**config.mk**
```make
export PLATFORM = sky130hd
export DESIGN_NAME = hilo_unit
export DESIGN_NICKNAME = d
export VERILOG_FILES = /design/src/rtl/hilo_unit.sv
export SDC_FILE = /design/constraint.sdc
export NUM_CORES = 1
export LEC_CHECK = 0
export ABC_CLOCK_PERIOD_IN_PS = 2100
export BUFFER_PORTS_ARGS = -buffer_cell sky130_fd_sc_hd__buf_2
export CORE_MARGIN = 2
export CORE_UTILIZATION = 25
export DETAILED_ROUTE_END_ITERATION = 6
export MAX_ROUTING_LAYER = met4
export PLACE_DENSITY_LB_ADDON = 0.15
export RECOVER_POWER = 50
export SYNTH_ARGS = -nofsm -noshare
export SYNTH_HDL_FRONTEND = slang
export SYNTH_SLANG_ARGS = --single-unit
export TNS_END_PERCENT = 1
```
**constraint.sdc**
```tcl
create_clock -name clk -period 2.1 [get_ports clk]
set_input_delay 0 -clock clk [delete_from_list [all_inputs] [get_ports clk]]
set_output_delay 0 -clock clk [all_outputs]
set_load 0.1 [all_outputs]
```
**src/rtl/hilo_unit.sv**
```systemverilog
// hilo_unit
//   Architectural HI/LO register pair sitting beside the iterative
//   multiply/divide unit. Supplies HI/LO to the unit for MADD/MSUB
//   accumulation and commits each result exactly once. Also handles
//   MTHI/MTLO writes and serves MFHI/MFLO with same-cycle forwarding.
//   Generates the pipeline stall and the hold/clear controls for the unit.
//
// Ports
//   clk, reset        clock, synchronous active-high reset
//   md_busy           unit still computing
//   md_res_valid      unit presents a result (may be held for several cycles)
//   md_hi_res/lo_res  result HI / LO
//   md_hi_q/lo_q      registered HI / LO to the unit (no forwarding)
//   md_hold           keep the unit in its result-holding state
//   md_clear          abort the unit (follows flush_ex)
//   stall_ex          execute stage stalled by a later stage
//   flush_ex          execute stage flushed
//   mthi_we/mtlo_we   writeback-stage MTHI / MTLO
//   mt_data           MT write data
//   mf_req, mf_sel    execute-stage MFHI/MFLO (sel 1 = HI, 0 = LO)
//   mf_data           forwarded MF read data (combinational)
//   stall_req         stall execute and all earlier stages
//   busy_cycles       saturating count of cycles with stall_req=1
module hilo_unit #(
    parameter int N  = 32,
    parameter int CW = 16
) (
    input  logic          clk,
    input  logic          reset,
    input  logic          md_busy,
    input  logic          md_res_valid,
    input  logic [N-1:0]  md_hi_res,
    input  logic [N-1:0]  md_lo_res,
    output logic [N-1:0]  md_hi_q,
    output logic [N-1:0]  md_lo_q,
    output logic          md_hold,
    output logic          md_clear,
    input  logic          stall_ex,
    input  logic          flush_ex,
    input  logic          mthi_we,
    input  logic          mtlo_we,
    input  logic [N-1:0]  mt_data,
    input  logic          mf_req,
    input  logic          mf_sel,
    output logic [N-1:0]  mf_data,
    output logic          stall_req,
    output logic [CW-1:0] busy_cycles
);

    typedef enum logic [1:0] {IDLE, BUSY, DONE} state_t;

    state_t       state, state_nxt;
    logic [N-1:0] hi, lo;
    logic         commit;

    // DONE means the held result was already written; a still-asserted
    // md_res_valid there must not write again.
    assign commit = md_res_valid & (state != DONE) & ~flush_ex;

    // State register
    always_ff @(posedge clk) begin
        if (reset) state <= IDLE;
        else       state <= state_nxt;
    end

    // Next state
    always_comb begin
        state_nxt = state;
        if (flush_ex) begin
            state_nxt = IDLE;
        end else begin
            case (state)
                IDLE: begin
                    if (md_res_valid)  state_nxt = stall_ex ? DONE : IDLE;
                    else if (md_busy)  state_nxt = BUSY;
                end
                BUSY: begin
                    if (md_res_valid)  state_nxt = stall_ex ? DONE : IDLE;
                end
                DONE: begin
                    if (!stall_ex)     state_nxt = IDLE;
                end
                default:               state_nxt = IDLE;
            endcase
        end
    end

    // Outputs. Reset forces the controls low so nothing leaks out
    // while the register state is being re-initialised.
    always_comb begin
        md_hold   = 1'b0;
        md_clear  = 1'b0;
        stall_req = 1'b0;
        if (!reset) begin
            // Holding keeps the unit from restarting on operands that are
            // still sitting in the stalled execute stage.
            md_hold   = (md_res_valid & stall_ex) | ((state == DONE) & stall_ex);
            md_clear  = flush_ex;
            stall_req = ~flush_ex & (md_busy | (mf_req & (state == BUSY)));
        end
    end

    // HI/LO. A result commit beats a same-cycle MT because the MT belongs
    // to an older instruction and must appear overwritten.
    always_ff @(posedge clk) begin
        if (reset) begin
            hi <= '0;
            lo <= '0;
        end else if (commit) begin
            hi <= md_hi_res;
            lo <= md_lo_res;
        end else begin
            if (mthi_we) hi <= mt_data;
            if (mtlo_we) lo <= mt_data;
        end
    end

    assign md_hi_q = hi;
    assign md_lo_q = lo;

    // MF forwarding: commit data, then same-cycle MT, then register.
    always_comb begin
        mf_data = mf_sel ? hi : lo;
        if (commit)                 mf_data = mf_sel ? md_hi_res : md_lo_res;
        else if (mf_sel && mthi_we) mf_data = mt_data;
        else if (!mf_sel && mtlo_we) mf_data = mt_data;
    end

    // Saturating stall counter
    always_ff @(posedge clk) begin
        if (reset)
            busy_cycles <= '0;
        else if (stall_req && (busy_cycles != {CW{1'b1}}))
            busy_cycles <= busy_cycles + CW'(1);
    end

endmodule

```
Word level (Yosys, flattened, before mapping)
Cells that the tools add are included.
Widths: inputs -> output; s select.
Word-level totals
  register bits after elaboration: 82
  input port bits: 106
  output and inout port bits: 115
  logic and storage cells: 48
Cells by class
  $add $sub $neg: 1
  eq/ne operators: 7
  muxes and demuxes: 18
  bitwise operators: 9
  reductions and logical operators: 9
Operators by type and width (count)
  $mux 32: 9
  $add 16x1->16 const B: 1
  $ne 16x16->1 const B: 1
  $mux 2: 5
  $and 1x1->1: 6
  $ne 2x2->1 const B: 3
  $pmux 2 s3: 1
  $reduce_bool 2->1: 2
  $logic_and 1x1->1: 3
  $mux 1: 3
  $ne 3x3->1 const B: 1
  $reduce_and 3->1: 1
  $eq 2x1->1 const B: 1
  $eq 2x2->1 const B: 1
  $logic_not 2->1: 1
  $or 1x1->1: 2
  $reduce_or 2->1: 1
  $logic_not 1->1: 1
  $not 1->1: 1

Longest topological paths before layout
Gate-level depths: netlist (run 1).
  word-level depth: 6
  depth in mapped cells: 7
  depth with buffers taken out: 5

Worst setup path after synthesis (run 1)
Ideal clock, no wire load.
  path kind: reg-to-output
  start: reg state[0]
  end: out mf_data[0]
  arrival: 3.151 ns
  data required time: 2.100 ns
  setup slack: -1.051 ns
  cell stages (with the launch flop): 7
  path buffers: 3
  path through: dfxtp_1 nand2b_1 nand3b_1 buf_2 buf_2 buf_2 o21ai_0
On the way
  longest elaborated chain between the ends: 4
Ends and longest elaborated chain
  start: declaration: line 52  | state_t state, state_nxt;
  start signal: assignment: line 63  | else state <= state_nxt;
  $ne 2x2->1: line 58  | assign commit = md_res_valid & (state != DONE) & ~flush_ex;
  $and 1x1->1 (2 in series): line 58
  $mux 32: line 124  | if (commit) mf_data = mf_sel ? md_hi_res : md_lo_res;
  end: declaration: line 45  | output logic [N-1:0] mf_data,
Every way passes these cells.

Worst setup path after layout (run 1)
  start: reg state[0]
  end: out mf_data[3]
Same word-level chain as after synthesis.

==> reports/results.txt, run 1 <==
status - complete, no violations
setup ws final - 0.124 ns
LEAKAGE - 3.38 nW
worst r2r dst - busy_cycles[10]$_SDFFE_PP0P_
CTS Sinks - 82
Synth Flop Type - dfxtp_1
setup violators final - 0
GR Overflow Total - 0
Tot Pwr - 5.98 mW
Hold Slack - 0.0141 ns
GP Congestion - 0.755
r2r startpoint - busy_cycles[3]$_SDFFE_PP0P_
Boundary Pins - 221
CTS tree - yes
max-slew violations - 0
remaining antenna violation count after routing - 0
Fin Clk Skew - 0.0105 ns
Cell Rows - 52
vias post-DR - 5407
Worst setup endpoint - mf_data[3]
detailed placement HPWL - 12.2 mm
ranking of synthesized cells by area - dfxtp_1 (32%), mux2i_1 (25%), a211oi_1 (9.4%)
syn avg cell area - 8.82 um^2
overall die width - 147 um
register area - 1640 um^2
PD cells - 763 nW/um^2
# nets final - 950
Max-Cap Viols - 0
largest net degree at the start of global routing - 73
TritonRoute pass-1 iters - 4
full die area - 21600 um^2
FMAX - 506 MHz
vias in the first global route - 5318
syn_nets - 685
Cells after Synth - 578
fillers - 2090
buffers added on ports - 220
Async SR Flop Fraction - 0%
worst rel slew slack - 15.6%
global-route wire length before repair - 27.6 mm
Hold Startpoint - md_busy
Hold Violations, Final - 0
worst hold-check path type - primary input to register
Cell variety after synth - 46
vias per inst - 4.83
Root Driver - clkbuf_16
Core Box Area - 20100 um^2
clock latency on the worst-skew pair - 0.34 ns
WS Path Type - register to output port
Multi-input gate area - 3200 um^2
Synth Warn # - 0
post-synthesis cell area - 5100 um^2
RSZ-0062 raised after global routing - true
clock tree buffer depth - 2
Final period util - 94.1%
Worst Setup SP - state[0]$_SDFFE_PP0P_
CP required - 2.10 ns
# DRC - 0
Die Ht - 147 um
worst-margin pin slew - 1.27 ns
Synth top area share - 32.2%
most common cell after layout, fill and taps aside - mux2i_1
CTS Buf Count - 9
FF+latch count, synth - 82
sequential share of the synthesized area - 32.2%
P&R area growth vs syn - 53.7%
most frequent cells in the layout - mux2i_1 (128), buf_2 (107), dfxtp_1 (82), clkbuf_1 (82), nor2_1 (69)
Setup Fix Bufs, Post-CTS - 0
initial core utilization - 25.4%
Worst-path clk slew - 0.07 ns
Worst VDD drop - 0.343 mV
dpl ws - 0.398 ns
crit path time final - 1.98 ns
Crit. End Element - output port
startpoint types - register
share of cells above drive strength 1 - 21.9%
Iter 0 DRT Violations - 155
wire per inst - 15.6 um
cell depth of the worst flop-to-flop path - 4
Post-synth EDFFs - 0
Routed WL - 17.4 mm
H-tree depth - 3
Tot GR Track Use - 16.2%
flop2flop setup slack - 0.39 ns
worst endpoint data arrival time - 1.98 ns
crit-path max FO - 44
area leader, netlist - dfxtp_1
initial antenna violation count - 1
fin util - 39.0%
## worst min path at each step
stage,endpoint,slack (ns),cells past startpoint
5_1_grt,state[0]$_SDFFE_PP0P_,0.01,3
4_1_cts,state[0]$_SDFFE_PP0P_,0.003,3
6_report,state[0]$_SDFFE_PP0P_,0.01,3
3_5_place_dp,state[0]$_SDFFE_PP0P_,0.21,2
2_1_floorplan,state[0]$_SDFFE_PP0P_,0.08,1
3_3_place_gp,state[0]$_SDFFE_PP0P_,0.22,2
## cell type report
class	instances	share of cell area [%]
inverters	4	0.192
multi-input cells	440	40.8
repair buffers	306	30.2
well taps	270	4.31
clock buffers	12	3.15
flip-flops and latches	82	21.0
clock inverters	4	0.335
diodes	1	0.0319
## report_power, final
part           leakage [nW]  switching, mW  internal [mW]
sequential            0.677         0.0828           1.66
clock                 0.133          0.663          0.836
combinational          2.57           1.95          0.781
total                  3.38           2.70           3.28
## state kept, by name, summed over array words and instances (netlist names)
register     count
busy_cycles     16
md_hi_q         32
md_lo_q         32
state            2
## cells in the mapped netlist, types with 2 or more instances
library cell	number
or3_1	3
inv_1	4
dfxtp_1	82
and3_1	3
nand4_1	4
o21ai_1	9
clkbuf_1	22
o41ai_1	2
a21oi_1	7
or4_1	3
and2_1	2
nor4_2	2
nor4_1	2
nor2b_1	4
a211oi_1	64
o211ai_2	2
buf_2	28
nor2_1	68
o31ai_1	4
o311a_1	2
mux2i_1	128
mux2_1	3
nand2_1	38
nand3b_1	2
o211ai_1	32
o21ai_0	29
nand3_1	7
o21bai_1	2
o311ai_0	3
## metrics by stage
stage / area [um^2] / TNS (ns) / instances
2_1_floorplan: 5100 / -6.72 / 578
3_3_place_gp: 6980 / 0 / 1035
3_5_place_dp: 6980 / 0 / 1035
4_1_cts: 7930 / 0 / 1118
5_1_grt: 7840 / -0.0626 / 1119
6_report: 7840 / 0 / 1119
## logic make-up after synthesis
family / share of synthesized area, %
AOI/OAI and AO/OA: 22.2
muxes: 26.2
buffers and inverters: 5.03
and+or+nand+nor: 14.1
DFF: 32.2
adders and majority gates: 0.245
## timing repair
item                                   CTS  global route
resized for setup                        0             1
setup endpoints to repair                0             6
hold buffers                            67             0
endpoints found under the hold margin   70             0
## routing by layer
metal,up-vias,share of wire [%],GRT usage (%)
met1,2513,47,20.2
li1,2720,-,-
met5,-,0,-
met3,23,5.0,2.67
met4,0,2.0,5.58
met2,151,47,26.8
## worst max-delay path: stages, from the launching register on
cell and delay, ns:
dfxtp_1 0.32, nand2b_1 0.16, nand3b_1 0.21, buf_12 0.21, buf_16 0.21, o211ai_1 0.12, o21ai_1 0.16, buf_12 0.21
No activity file was read; power rests on OpenSTA's default activity.
==> run 2, diff against run 1 <==
Settings changed: ABC_AREA set to 1, CAP_MARGIN set to 15.
==> run 2 against run 1 <==
Die area up 7.3%; clock skew down 0.0043 ns; largest cell class unchanged; largest power group unchanged; sequential share of layout area down 0.76 points; count of clock-buffer cells in the layout down 2; area after synthesis up 7.5%.
==> reports/results.txt, run 2 <==
largest family of logic cells by synthesized area - simple AND/OR/NAND/NOR gates (was multiplexers)
# DRC - 0 (unchanged)
max-slew violations - 0 (unchanged)
dpl ws - 0.282 ns (was 0.398 ns)
Core Box Area - 21700 um^2 (was 20100 um^2)
worst-margin pin slew - 1.27 ns (about the same)
top-count cell post-synth - nand2_1 (was mux2i_1)
Worst Setup SP - state[1]$_SDFFE_PP0P_ (was state[0]$_SDFFE_PP0P_)
post-synthesis compound-gate area fraction - 12.1% (was 22.2%)
Cell variety after synth - 26 (was 46)
ranking of synthesized cells by area - dfxtp_1 (30%), nand2_1 (21%), nor2_1 (9.7%) (was dfxtp_1 (32%), mux2i_1 (25%), a211oi_1 (9.4%))
post-synthesis cell area - 5480 um^2 (was 5100 um^2)
Iter 0 DRT Violations - 231 (was 155)
CTS Buf Count - 9 (unchanged)
Cell Rows - 54 (was 52)
buffers added on ports - 220 (unchanged)
Post-synth EDFFs - 0 (unchanged)
status - complete, no violations (unchanged)
Root Driver - clkbuf_16 (unchanged)
Cells after Synth - 941 (was 578)
vias per inst - 4.45 (was 4.83)
Setup Fix Bufs, Post-CTS - 0 (unchanged)
setup violators final - 0 (unchanged)
area leader, netlist - dfxtp_1 (unchanged)
FF+latch count, synth - 82 (unchanged)
crit-path max FO - 22 (was 44)
crit path time final - 1.92 ns (was 1.98 ns)
xor and xnor fraction of the mapped netlist area - 0.320% (was 0%)
fillers - 2421 (was 2090)
vias in the first global route - 6265 (was 5318)
Fin Clk Skew - 0.00623 ns (was 0.0105 ns)
Critical Path Slowest Stage Cell - dfxtp_1 (unchanged)
Async SR Flop Fraction - 0% (unchanged)
sequential share of the synthesized area - 29.9% (was 32.2%)
top cells by count, synth - nand2_1 (306), nor2_1 (142), inv_1 (112) (was mux2i_1 (128), dfxtp_1 (82), nor2_1 (68))
CP required - 2.10 ns (about the same)
Tot Pwr - 6.06 mW (was 5.98 mW)
worst hold-check path type - primary input to register (unchanged)
Boundary Pins - 221 (unchanged)
most common cell after layout, fill and taps aside - nand2_1 (was mux2i_1)
Crit. End Element - output port (unchanged)
Die Ht - 152 um (was 147 um)
RSZ-0062 raised after global routing - false (was true)
worst rel slew slack - 15.6% (about the same)
Routed WL - 20.8 mm (was 17.4 mm)
P&R area growth vs syn - 48.3% (was 53.7%)
Synth Warn # - 0 (unchanged)
vias post-DR - 6639 (was 5407)
TritonRoute pass-1 iters - 4 (unchanged)
Sw Share - 43.1% (was 45.2%)
Tot GR Track Use - 18.0% (was 16.2%)
Worst setup endpoint - mf_data[11] (was mf_data[3])
initial antenna violation count - 2 (was 1)
worst endpoint data arrival time - 1.92 ns (was 1.98 ns)
Hold Violations, Final - 0 (unchanged)
mux share of post-synthesis cell area - 5.84% (was 26.2%)
Synth top area share - 29.9% (was 32.2%)
share of cells above drive strength 1 - 15.1% (was 21.9%)
CTS tree - yes (unchanged)
LEAKAGE - 4.14 nW (was 3.38 nW)
Synth Flop Type - dfxtp_1 (unchanged)
startpoint types - register (unchanged)
NetSw - 2.61 mW (was 2.70 mW)
WS Path Type - register to output port (unchanged)
PD cells - 746 nW/um^2 (was 763 nW/um^2)
Worst VDD drop - 0.350 mV (was 0.343 mV)
Worst-path clk slew - 0.06 ns (was 0.07 ns)
register area - 1640 um^2 (unchanged)
Multi-input gate area - 3190 um^2 (was 3200 um^2)
full die area - 23100 um^2 (was 21600 um^2)
cells along the critical path - inv_1 > nor2_2 > nor3_4 > inv_4 > buf_12 > o21ai_1 > buf_12 (was nand2b_1 > nand3b_1 > buf_12 > buf_16 > o211ai_1 > o21ai_1 > buf_12)
initial core utilization - 25.3% (was 25.4%)
r2r startpoint - busy_cycles[0]$_SDFFE_PP0P_ (was busy_cycles[3]$_SDFFE_PP0P_)
H-tree depth - 3 (unchanged)
simple logic cell fraction of the synthesized area - 39.1% (was 14.1%)
syn avg cell area - 5.83 um^2 (was 8.82 um^2)
FMAX - 521 MHz (was 506 MHz)
worst r2r dst - busy_cycles[6]$_SDFFE_PP0P_ (was busy_cycles[10]$_SDFFE_PP0P_)
combinational power share - 41.7% (was 45.7%)
detailed placement HPWL - 14.3 mm (was 12.2 mm)
largest net degree at the start of global routing - 98 (was 73)
# nets final - 1312 (was 950)
Max-Cap Viols - 0 (unchanged)
Max stage delay on crit path - 0.31 ns (was 0.32 ns)
clock latency on the worst-skew pair - 0.34 ns (about the same)
sequential power share - 28.5% (was 29.2%)
cell depth of the worst flop-to-flop path - 7 (was 4)
internal power - 3.45 mW (was 3.28 mW)
global-route wire length before repair - 33.1 mm (was 27.6 mm)
wire per inst - 14.0 um (was 15.6 um)
clock tree buffer depth - 2 (unchanged)
GR Overflow Total - 0 (unchanged)
part of the power in the clock network - 29.8% (was 25.1%)
setup ws final - 0.180 ns (was 0.124 ns)
Placed Instance Area - 7160 um^2 (was 6980 um^2)
CTS Sinks - 82 (unchanged)
flop2flop setup slack - 0.31 ns (was 0.39 ns)
overall die width - 152 um (was 147 um)
remaining antenna violation count after routing - 0 (unchanged)
Final period util - 91.4% (was 94.1%)
Synth Area in Adders - 0.228% (was 0.245%)
CP most frequent cell - buf_12 (unchanged)
syn_nets - 1048 (was 685)
Final Cell Area - 8130 um^2 (was 7840 um^2)
GP Congestion - 0.860 (was 0.755)
most frequent cells in the layout - nand2_1 (306), nor2_1 (139), inv_1 (112) (was mux2i_1 (128), buf_2 (107), dfxtp_1 (82), clkbuf_1 (82), nor2_1 (69))
[run 2: cell types whose count changed after synthesis, moves of 64 or more]
cell      before  now
nand3_1        7   81
nand2_1       38  306
a211oi_1      64    0
mux2i_1      128   32
nor2_1        68  142
inv_1          4  112
[run 2: stage by stage]
step / utilization [%] / cells / hold WS (ns) / TNS, ns
after floorplan: - / 941 / 0.0691 / -9.42
after global placement: 33.0 / 1404 / 0.250 / 0
after detailed placement: 33.0 / 1404 / 0.256 / 0
after CTS: 37.9 / 1489 / 0.0197 / 0
after global routing: 37.5 / 1491 / 0.0503 / 0
final: 37.5 / 1491 / 0.0456 / 0
[run 2: power groups by stage]
stage / clock, mW / combinational, mW / sequential (mW)
final: 1.81 / 2.53 / 1.73
after global routing: 1.94 / 2.67 / 1.74
after CTS: 1.89 / 2.56 / 1.72
after detailed placement: 0 / 2.44 / 1.76
after global placement: 0 / 2.44 / 1.76
after floorplan: 0 / 1.18 / 2.37
[run 2: worst min-delay path by stage]
stage                       startpoint                           to  slack (ns)  depth (start not counted)
after floorplan                  reset  busy_cycles[3]$_SDFFE_PP0P_        0.07                          1
after global routing      md_res_valid        state[0]$_SDFFE_PP0P_        0.05                          4
after global placement           reset  busy_cycles[5]$_SDFFE_PP0P_        0.25                          2
after CTS                 md_res_valid        state[0]$_SDFFE_PP0P_        0.02                          4
final                     md_res_valid        state[0]$_SDFFE_PP0P_        0.05                          4
after detailed placement         reset  busy_cycles[3]$_SDFFE_PP0P_        0.26                          2
[run 2: logic make-up after synthesis]
group                      Yosys count
buffers and inverters              172
DFF                                 82
adders and majority gates            1
AOI/OAI and AO/OA                  115
muxes                               32
and+or+nand+nor                    537
xor gates and xnor gates             2
[run 2: layout make-up]
| class | instances | share of cell area, % |
|---|---|---|
| Sequential cell | 82 | 20.2 |
| Inverter | 116 | 5.39 |
| Antenna cell | 2 | 0.0616 |
| Tap cell | 280 | 4.31 |
| Multi-Input combinational cell | 687 | 39.2 |
| Timing Repair Buffer | 309 | 26.7 |
| Clock inverter | 5 | 1.28 |
| Clock buffer | 10 | 2.82 |
[run 2: what timing repair did]
action                                  4_1_cts  5_1_grt
hold buffers                                 70        0
hold endpoints to repair                     68        0
endpoints found under the setup margin       12       32
resized for setup                            12        3
pin swaps                                     0        0
[run 2: worst max-delay path, delay by kind of cell, from the launching register on]
family | cells | cell delay [ns]
flops | 1 | 0.31
compound gates | 1 | 0.30
buf+inv | 4 | 0.67
simple gates | 2 | 0.29
[run 2: metal layers]
| layer | global-route usage [%] | routed length [um] | up-vias |
|---|---|---|---|
| met5 | - | 0 | - |
| met4 | 5.38 | 408 | 0 |
| met3 | 3.88 | 1080 | 27 |
| met2 | 29.5 | 9730 | 171 |
| met1 | 22.3 | 9590 | 2961 |
| li1 | - | - | 3480 |
==> run 3, diff against run 2 <==
Settings changed: GPL_TIMING_DRIVEN set to 1, REMOVE_ABC_BUFFERS set to 1.
==> run 3 against run 2 <==
Die area stayed put; first-iteration DRC count rose by 50%; sequential power is essentially flat; critical path depth up 1; critical endpoint is now mf_data[16]; largest cell class unchanged.
==> reports/results.txt, run 3 (synthesized netlist as in run 2, its figures left out) <==
H-tree depth - 3 (unchanged)
Iter 0 DRT Violations - 347 (was 231)
# nets final - 1312 (unchanged)
initial antenna violation count - 2 (unchanged)
part of the power in the clock network - 31.7% (was 29.8%)
FMAX - 523 MHz (was 521 MHz)
vias per inst - 4.49 (was 4.45)
Final period util - 91.0% (was 91.4%)
Die Ht - 152 um (unchanged)
Max-Cap Viols - 0 (unchanged)
startpoint types - register (unchanged)
worst r2r dst - md_lo_q[16]$_SDFFE_PP0P_ (was busy_cycles[6]$_SDFFE_PP0P_)
Root Driver - clkbuf_16 (unchanged)
combinational power share - 40.7% (was 41.7%)
remaining antenna violation count after routing - 0 (unchanged)
clock tree buffer depth - 2 (unchanged)
Hold Violations, Final - 0 (unchanged)
wire per inst - 14.3 um (was 14.0 um)
Sw Share - 42.6% (was 43.1%)
PD cells - 764 nW/um^2 (was 746 nW/um^2)
Worst VDD drop - 0.376 mV (was 0.350 mV)
Hold Startpoint - md_hi_res[15] (was md_res_valid)
CTS Sinks - 82 (unchanged)
largest net degree at the start of global routing - 93 (was 98)
worst rel slew slack - 17.1% (was 15.6%)
dpl ws - 0.331 ns (was 0.282 ns)
NetSw - 2.66 mW (was 2.61 mW)
Routed WL - 21.4 mm (was 20.8 mm)
Fin Setup TNS - 0 ns (unchanged)
Worst-path clk slew - 0.06 ns (about the same)
share of cells above drive strength 1 - 15.4% (was 15.1%)
crit-path max FO - 26 (was 22)
GR Overflow Total - 0 (unchanged)
detailed placement HPWL - 14.9 mm (was 14.3 mm)
TritonRoute pass-1 iters - 5 (was 4)
Max stage delay on crit path - 0.33 ns (was 0.31 ns)
status - complete, no violations (unchanged)
most common cell after layout, fill and taps aside - nand2_1 (unchanged)
vias in the first global route - 6361 (was 6265)
Multi-input gate area - 3180 um^2 (was 3190 um^2)
Boundary Pins - 221 (unchanged)
global-route wire length before repair - 34.3 mm (was 33.1 mm)
cell depth of the worst flop-to-flop path - 8 (was 7)
setup ws final - 0.188 ns (was 0.180 ns)
Cell Rows - 54 (unchanged)
register area - 1640 um^2 (unchanged)
CTS Buf Count - 9 (unchanged)
buffers added on ports - 220 (unchanged)
Hold Slack - 0.0276 ns (was 0.0456 ns)
fin util - 37.6% (was 37.5%)
worst hold endpoint - md_hi_q[15]$_SDFFE_PP0P_ (was state[0]$_SDFFE_PP0P_)
RSZ-0062 raised after global routing - false (unchanged)
initial core utilization - 25.3% (unchanged)
# DRC - 0 (unchanged)
overall die width - 152 um (unchanged)
setup violators final - 0 (unchanged)
fillers - 2417 (was 2421)
GP Congestion - 0.852 (was 0.860)
Fin Clk Skew - 0.00400 ns (was 0.00623 ns)
CP required - 2.10 ns (about the same)
max-slew violations - 0 (unchanged)
WS Path Type - register to output port (unchanged)
full die area - 23100 um^2 (unchanged)
P&R area growth vs syn - 48.9% (was 48.3%)
LEAKAGE - 4.16 nW (was 4.14 nW)
sequential power share - 27.6% (was 28.5%)
clock latency on the worst-skew pair - 0.34 ns (about the same)
most frequent cells in the layout - nand2_1 (306), nor2_1 (140), inv_1 (112) (was nand2_1 (306), nor2_1 (139), inv_1 (112))
Setup Fix Bufs, Post-CTS - 0 (unchanged)
Tot GR Track Use - 18.7% (was 18.0%)
hold depth - 5 (was 4)
crit path time final - 1.91 ns (was 1.92 ns)
internal power - 3.58 mW (was 3.45 mW)
worst-margin pin slew - 1.25 ns (was 1.27 ns)
vias post-DR - 6705 (was 6639)
worst endpoint data arrival time - 1.91 ns (was 1.92 ns)
worst hold-check path type - primary input to register (unchanged)
Core Box Area - 21700 um^2 (unchanged)
r2r startpoint - state[0]$_SDFFE_PP0P_ (was busy_cycles[0]$_SDFFE_PP0P_)
Crit. End Element - output port (unchanged)
flop2flop setup slack - 0.29 ns (was 0.31 ns)
cells along the critical path - inv_1 > nor2_1 > nor3_4 > inv_2 > buf_6 > o211ai_1 > o21ai_1 > buf_4 (was inv_1 > nor2_2 > nor3_4 > inv_4 > buf_12 > o21ai_1 > buf_12)
Critical Path Slowest Stage Cell - dfxtp_1 (unchanged)
CTS tree - yes (unchanged)
[run 3: how the worst max path moves through the flow]
stage	cells after the start	slack, ns	to	start
finish	8	0.19	mf_data[16]	state[1]$_SDFFE_PP0P_
detailed placement	8	0.33	mf_data[16]	state[1]$_SDFFE_PP0P_
global placement	8	0.37	mf_data[23]	state[1]$_SDFFE_PP0P_
global route	8	0.02	mf_data[16]	state[1]$_SDFFE_PP0P_
floorplan	5	-3.27	mf_data[1]	state[1]$_SDFFE_PP0P_
CTS	8	0.002	mf_data[5]	state[1]$_SDFFE_PP0P_
[run 3: area by class of cell]
type	count	share of cell area (%)
Multi-Input combinational cell	687	39.0
Timing Repair Buffer	309	26.7
Sequential cell	82	20.1
Inverter	116	5.33
Tap cell	280	4.29
Clock buffer	9	2.76
Clock inverter	7	1.73
Antenna cell	2	0.0613
[run 3: what timing repair did]
action | CTS | global route
hold endpoints to repair | 65 | 0
resized for setup | 11 | 9
endpoints found under the setup margin | 11 | 16
gates cloned | 0 | 0
hold buffers | 67 | 0
[run 3: per-stage QoR]
step,cells,area [um^2],power [mW]
4_1_cts,1490,8250,6.33
2_1_floorplan,885,5240,3.49
5_1_grt,1492,8160,6.51
3_3_place_gp,1407,7180,4.21
6_report,1492,8160,6.24
3_5_place_dp,1407,7180,4.21
[run 3: power by group through the flow]
stage,Clock [mW],Combinational [mW],Sequential (mW)
after global placement,0,2.45,1.76
after floorplan,0,1.12,2.37
after detailed placement,0,2.45,1.76
after CTS,2.04,2.57,1.72
after global routing,2.09,2.69,1.74
final,1.97,2.54,1.72
[run 3: worst max-delay path, delay by kind of cell (launching register included)]
kind                   cells  cell delay, ns
AO/OA/AOI/OAI              2            0.24
buffers and inverters      4            0.70
flip-flops                 1            0.33
AND/OR/NAND/NOR            2            0.29
[run 3: routing by layer]
metal / GRT usage, % / vias to the layer above / wire, um
met2: 30.6 / 198 / 9670
li1: - / 3479 / -
met1: 23.9 / 3009 / 10100
met5: - / - / 0
met4: 4.45 / 0 / 242
met3: 3.74 / 19 / 1360
